`config.mk`:
```
export PLATFORM = sky130hd
export DESIGN_NAME = fetch_unit_flat
export DESIGN_NICKNAME = d
export VERILOG_FILES = /design/src/rtl/cpu_pkg.sv /design/src/rtl/fetch_unit_if.sv /design/src/rtl/pc_next_logic.sv /design/src/rtl/fetch_unit.sv /design/src/flat_wrapper.sv
export SDC_FILE = /design/constraint.sdc
export NUM_CORES = 1
export LEC_CHECK = 0
export CAP_MARGIN = 30
export CORE_ASPECT_RATIO = 1.2
export CORE_MARGIN = 1
export CORE_UTILIZATION = 34
export CTS_CLUSTER_DIAMETER = 100
export DETAILED_ROUTE_END_ITERATION = 8
export PLACE_DENSITY = 0.66
export SKIP_CTS_REPAIR_TIMING = 1
export SLEW_MARGIN = 10
export SYNTH_ARGS = -nofsm -noshare
export SYNTH_HDL_FRONTEND = slang
export SYNTH_HIERARCHICAL = 1
export SYNTH_SLANG_ARGS = --single-unit
```
`constraint.sdc`:
```
create_clock -name clk -period 3.5 [get_ports clk]
set_clock_uncertainty 0.2 [all_clocks]
set_input_delay 0.525 -clock clk [delete_from_list [all_inputs] [get_ports clk]]
set_output_delay 0.525 -clock clk [all_outputs]
set_load 0.01 [all_outputs]
```
`src/rtl/cpu_pkg.sv`:
```
// Shared processor definitions: opcodes, next-PC select encodings and
// the fetch state machine encoding.
package cpu_pkg;

   localparam logic [4:0] OP_HLT = 5'd23;

   localparam logic [1:0] PC_INC = 2'd0;
   localparam logic [1:0] PC_JMP = 2'd1;
   localparam logic [1:0] PC_JZ  = 2'd2;
   localparam logic [1:0] PC_JN  = 2'd3;

   typedef enum logic [1:0] {
      ST_FETCH = 2'd0,
      ST_WAIT  = 2'd1,
      ST_EXEC  = 2'd2,
      ST_HALT  = 2'd3
   } fetch_state_e;

   function automatic logic [4:0] opcode_of(input logic [15:0] word);
      return word[14:10];
   endfunction

endpackage

```
`src/rtl/fetch_unit_if.sv`:
```
// Fetch-stage bus: instruction-memory handshake plus the decode/execute
// side signals exchanged with the fetch unit.
interface fetch_unit_if #(
   parameter int ADDR_W = 10
);
   logic              imem_req;
   logic [ADDR_W-1:0] imem_addr;
   logic              imem_ready;
   logic              imem_rvalid;
   logic [15:0]       imem_rdata;
   logic [15:0]       instr;
   logic              instr_valid;
   logic [ADDR_W-1:0] pc;
   logic [1:0]        PC_ctrl;
   logic              acc_zero;
   logic              acc_neg;
   logic              stall;
   logic              halted;

   modport master (
      output imem_req, imem_addr, instr, instr_valid, pc, halted,
      input  imem_ready, imem_rvalid, imem_rdata, PC_ctrl, acc_zero, acc_neg, stall
   );

   modport slave (
      input  imem_req, imem_addr, instr, instr_valid, pc, halted,
      output imem_ready, imem_rvalid, imem_rdata, PC_ctrl, acc_zero, acc_neg, stall
   );
endinterface

```
`src/rtl/pc_next_logic.sv`:
```
// Combinational next-PC select: increment, unconditional jump, or jump
// on accumulator zero / negative.
module pc_next_logic
   import cpu_pkg::*;
#(
   parameter int ADDR_W = 10
) (
   input  logic [ADDR_W-1:0] pc,
   input  logic [ADDR_W-1:0] target,
   input  logic [1:0]        pc_ctrl,
   input  logic              acc_zero,
   input  logic              acc_neg,
   output logic [ADDR_W-1:0] next_pc
);
   logic [ADDR_W-1:0] pc_inc_s;

   assign pc_inc_s = pc + ADDR_W'(1);

   // Select the successor address
   always_comb begin
      next_pc = pc_inc_s;
      case (pc_ctrl)
         PC_INC:  next_pc = pc_inc_s;
         PC_JMP:  next_pc = target;
         PC_JZ:   if (acc_zero) next_pc = target; else next_pc = pc_inc_s;
         PC_JN:   if (acc_neg)  next_pc = target; else next_pc = pc_inc_s;
         default: next_pc = pc_inc_s;
      endcase
   end
endmodule

```
`src/rtl/fetch_unit.sv`:
```
// Instruction fetch stage: PC, instruction register and the
// FETCH/WAIT/EXEC/HALT sequencer driving the instruction-memory handshake.
module fetch_unit
   import cpu_pkg::*;
#(
   parameter int ADDR_W = 10
) (
   input logic        clk,
   input logic        rst,
   fetch_unit_if.master bus
);
   fetch_state_e      state_r;
   fetch_state_e      state_next_s;
   logic [ADDR_W-1:0] pc_r;
   logic [ADDR_W-1:0] pc_next_s;
   logic [15:0]       instr_r;
   logic              is_hlt_s;
   logic              req_s;
   logic              valid_s;
   logic              halted_s;

   assign is_hlt_s = (opcode_of(instr_r) == OP_HLT);

   // State register
   always_ff @(posedge clk) begin
      if (rst) state_r <= ST_FETCH;
      else     state_r <= state_next_s;
   end

   // Next-state decode
   always_comb begin
      state_next_s = state_r;
      case (state_r)
         ST_FETCH: if (bus.imem_ready)  state_next_s = ST_WAIT;  else state_next_s = ST_FETCH;
         ST_WAIT:  if (bus.imem_rvalid) state_next_s = ST_EXEC;  else state_next_s = ST_WAIT;
         ST_EXEC: begin
            if (bus.stall)     state_next_s = ST_EXEC;
            else if (is_hlt_s) state_next_s = ST_HALT;
            else               state_next_s = ST_FETCH;
         end
         ST_HALT:  state_next_s = ST_HALT;
         default:  state_next_s = ST_FETCH;
      endcase
   end

   // Output decode; reset masks the request so nothing leaves during reset
   always_comb begin
      req_s    = 1'b0;
      valid_s  = 1'b0;
      halted_s = 1'b0;
      case (state_r)
         ST_FETCH: req_s    = ~rst;
         ST_WAIT:  req_s    = 1'b0;
         ST_EXEC:  valid_s  = 1'b1;
         ST_HALT:  halted_s = 1'b1;
         default:  req_s    = 1'b0;
      endcase
   end

   // Program counter: advances only when an instruction retires
   always_ff @(posedge clk) begin
      if (rst)
         pc_r <= '0;
      else if (state_r == ST_EXEC && !bus.stall && !is_hlt_s)
         pc_r <= pc_next_s;
      else
         pc_r <= pc_r;
   end

   // Instruction register: loads only on the response in WAIT
   always_ff @(posedge clk) begin
      if (rst)
         instr_r <= 16'h0000;
      else if (state_r == ST_WAIT && bus.imem_rvalid)
         instr_r <= bus.imem_rdata;
      else
         instr_r <= instr_r;
   end

   pc_next_logic #(.ADDR_W(ADDR_W)) u_pc_next (
      .pc       (pc_r),
      .target   (instr_r[ADDR_W-1:0]),
      .pc_ctrl  (bus.PC_ctrl),
      .acc_zero (bus.acc_zero),
      .acc_neg  (bus.acc_neg),
      .next_pc  (pc_next_s)
   );

   assign bus.imem_req    = req_s;
   assign bus.imem_addr   = pc_r;
   assign bus.pc          = pc_r;
   assign bus.instr       = instr_r;
   assign bus.instr_valid = valid_s;
   assign bus.halted      = halted_s;
endmodule

```
`src/flat_wrapper.sv`:
```
// flat-port wrapper written by rule: the top's interface ports become plain ports
module fetch_unit_flat import cpu_pkg::*;
#(
   parameter int ADDR_W = 10
)
  (clk, rst, bus_imem_req, bus_imem_addr, bus_instr, bus_instr_valid, bus_pc, bus_halted, bus_imem_ready, bus_imem_rvalid, bus_imem_rdata, bus_PC_ctrl, bus_acc_zero, bus_acc_neg, bus_stall);
  fetch_unit_if #(.ADDR_W(ADDR_W)) bus_i ();
  input logic clk;
  input logic rst;
  output wire logic [$bits(bus_i.imem_req)-1:0] bus_imem_req;
  output wire logic [$bits(bus_i.imem_addr)-1:0] bus_imem_addr;
  output wire logic [$bits(bus_i.instr)-1:0] bus_instr;
  output wire logic [$bits(bus_i.instr_valid)-1:0] bus_instr_valid;
  output wire logic [$bits(bus_i.pc)-1:0] bus_pc;
  output wire logic [$bits(bus_i.halted)-1:0] bus_halted;
  input wire logic [$bits(bus_i.imem_ready)-1:0] bus_imem_ready;
  input wire logic [$bits(bus_i.imem_rvalid)-1:0] bus_imem_rvalid;
  input wire logic [$bits(bus_i.imem_rdata)-1:0] bus_imem_rdata;
  input wire logic [$bits(bus_i.PC_ctrl)-1:0] bus_PC_ctrl;
  input wire logic [$bits(bus_i.acc_zero)-1:0] bus_acc_zero;
  input wire logic [$bits(bus_i.acc_neg)-1:0] bus_acc_neg;
  input wire logic [$bits(bus_i.stall)-1:0] bus_stall;
  assign bus_imem_req = bus_i.imem_req;
  assign bus_imem_addr = bus_i.imem_addr;
  assign bus_instr = bus_i.instr;
  assign bus_instr_valid = bus_i.instr_valid;
  assign bus_pc = bus_i.pc;
  assign bus_halted = bus_i.halted;
  assign bus_i.imem_ready = bus_imem_ready;
  assign bus_i.imem_rvalid = bus_imem_rvalid;
  assign bus_i.imem_rdata = bus_imem_rdata;
  assign bus_i.PC_ctrl = bus_PC_ctrl;
  assign bus_i.acc_zero = bus_acc_zero;
  assign bus_i.acc_neg = bus_acc_neg;
  assign bus_i.stall = bus_stall;
  fetch_unit #(.ADDR_W(ADDR_W)) u_core (.clk(clk), .rst(rst), .bus(bus_i));
endmodule
```
==> run summary <==
hold_ws = 271 ps
die width = 63.4 microns
largest net degree at the start of global routing = 39
layout cells sized above 1 = 6.06%
GR Overflow Total = 0
Synth Area per Inst = 8.31 sq um
largest area contributor in the netlist = dfxtp_1
DR WL/cell = 12.1 microns
Area contributors post-synth = dfxtp_1, nand2_1, nand2b_1, a21oi_1, mux2i_1
Max Cap Viol = 0
required time of the critical path = 2770 ps
Power Density = 293 mW/mm^2
RSZ-0062 raised after global routing = no
Crit Path Class = in -> out
Rel. slew slack = 51.2%
Worst VDD drop = 135 uV
root buf cell = clkbuf_8
actual slew at the worst max-slew pin = 728 ps
post-synthesis cell count = 185
area grow syn2layout = 39.4%
overall global routing resource usage = 14.7%
commonest non-fill, non-tap cell in the layout = clkdlybuf4s50_1
final worst-path cycle share = 67.7%
Fill cells = 441
Vias = 1377
Critical Path Sink Type = output port
TritonRoute pass-1 iters = 4
final cell count without fillers = 287
CTS buffer count = 3
Syn Nets = 211
CTS H-tree lvls = 1
TritonCTS clock tree = built
leak pwr = 0.708 nW
asr flop ratio synth = 0%
min cycle time layout = 2370 ps
sequential share of the synthesized area = 36.5%
CTS Buffer Depth = 2
diode count = 0
top-area cell type share of the netlist area = 36.5%
DRT antenna net count = 0
TNS Setup = 0 ps
gp weighted congestion = 0.748
CORE AREA = 0.00429 sq mm
Achievable Freq = 422 MHz
final WL = 3470 microns
Cell variety after synth = 33
gr busiest metal = met2
initial antenna violation count = 0
Cells after DPL = 284
Detailed Route Iter0 Violations = 37
num ports = 64
Residual DRC = 0
ys flop type = dfxtp_1
HPWL Detailed = 2560 microns
Critical path origin = rst
CP Data Arrival Time = 1640 ps
R2R setup slack = 1500 ps
Sink Count = 28
IO Port Bufs = 63
Slew Limit Fails = 0
CP max stage delay = 570 ps
worst-skew pair later-pin latency = 270 ps
worst-path cell chain = clkdlybuf4s50_1 -> nor3_1 -> clkdlybuf4s50_1
met2 usage = 23.5%
Yosys warnings = 6
Worst-path clk slew = 90 ps
met1 usage = 20.0%
Min-Delay Path Class = reg -> reg
Seq cells post-synth = 28
final hold violation count = 0
vias per cell = 4.80
initial cell density of the core = 35.8%
reg-to-reg endpoint = u_core/bus.imem_addr[8]$_SDFFE_PP0P_
CP max FO = 2
worst-case reg-to-reg path depth = 6
status = complete, no violations
Die Area = 0.00479 sq mm
CP startpoint kind = input pin
Final Setup Violations = 0
Die Height = 75.6 microns
Final #Nets = 259
start of the worst register-to-register path = u_core/bus.imem_addr[0]$_SDFFE_PP0P_
Final Core Density = 49.9%
vias in the first global route = 1164
slowest CP cell = clkdlybuf4s50_1
FP Rows = 26
most used cell, CP = clkdlybuf4s50_1
global routing usage on met3 = 1.80%
first-pass GRT wire length = 5490 microns
Post-Syn Area = 0.00154 sq mm
most frequent cells in the layout = clkdlybuf4s50_1, nand2_1, dfxtp_1, a21oi_1, nand2b_1
critical path endpoint = bus_imem_req
number of synthesized flops with an enable pin = 0
Power, Total = 0.628 mW
layer usage:
layer,wire length (microns),up-vias
met2,1640,31
met1,1680,621
met5,0,-
met3,100,4
met4,55,0
li1,-,721
area by class of cell:
type / count / area [sq um] / area share [%]
repair buffers: 64 / 638 / 29.8
flip-flops and latches: 28 / 561 / 26.2
well taps: 56 / 70.1 / 3.27
multi-input cells: 134 / 825 / 38.5
inverters: 2 / 7.51 / 0.350
clock buffers: 3 / 41.3 / 1.93
flip-flops by register name, indices dropped and copies added, names as in the netlist:
name,flops
u_core/bus.instr,16
u_core/state_r,2
u_core/bus.imem_addr,10
critical path, delay by kind of cell:
kind,cells,cell delay (ps)
simple gates,1,130
buf+inv,2,990
where the power goes:
| group | internal, mW | leakage (nW) | switching, mW |
|---|---|---|---|
| sequential | 0.329 | 0.227 | 0.0123 |
| combinational | 0.0666 | 0.459 | 0.0489 |
| clock | 0.0772 | 0.0216 | 0.0936 |
synth_stat cells, types with 2 or more instances:
master     n
dfxtp_1   28
inv_1      2
or4_1      2
mux2_2     3
buf_2      2
nor3_1    11
o21ai_0    3
nand3_1    5
nand2b_1  20
buf_6      3
clkbuf_2   2
or3_2      2
nand2_1   34
buf_4     10
clkbuf_1   4
a21oi_1   20
mux2i_1   10
and3b_1    2
a31oi_1    5
o31ai_1    2
xnor2_1    3
worst min path at each step:
stage                                       from                                end  slack, ps  depth (start not counted)
3_3_place_gp   u_core/bus.instr[15]$_SDFFE_PP0P_  u_core/bus.instr[15]$_SDFFE_PP0P_        250                          2
3_5_place_dp   u_core/bus.instr[15]$_SDFFE_PP0P_  u_core/bus.instr[15]$_SDFFE_PP0P_        250                          2
4_1_cts        u_core/bus.instr[15]$_SDFFE_PP0P_  u_core/bus.instr[15]$_SDFFE_PP0P_        270                          2
2_1_floorplan  u_core/bus.instr[15]$_SDFFE_PP0P_  u_core/bus.instr[15]$_SDFFE_PP0P_        280                          2
6_report       u_core/bus.instr[13]$_SDFFE_PP0P_  u_core/bus.instr[13]$_SDFFE_PP0P_        270                          2
5_1_grt        u_core/bus.instr[15]$_SDFFE_PP0P_  u_core/bus.instr[15]$_SDFFE_PP0P_        290                          2
stage by stage:
stage / area [sq um] / setup WS, ps
2_1_floorplan: 1540 / 1520
3_3_place_gp: 2100 / 895
3_5_place_dp: 2100 / 855
4_1_cts: 2140 / 1130
5_1_grt: 2140 / 1060
6_report: 2140 / 1130
kinds of logic (layout without fill, tap and decap cells):
logic type      count (synthesis)  after routing  share of synthesized area [%]
buf+inv                        23             69                           9.85
xor+xnor                        3              3                           1.71
fa+ha+maj                       1              1                          0.814
compound gates                 33             33                           12.3
simple gates                   84             84                           30.1
flops                          28             28                           36.5
mux                            13             13                           8.71
No activity file was read; power rests on OpenSTA's default activity.
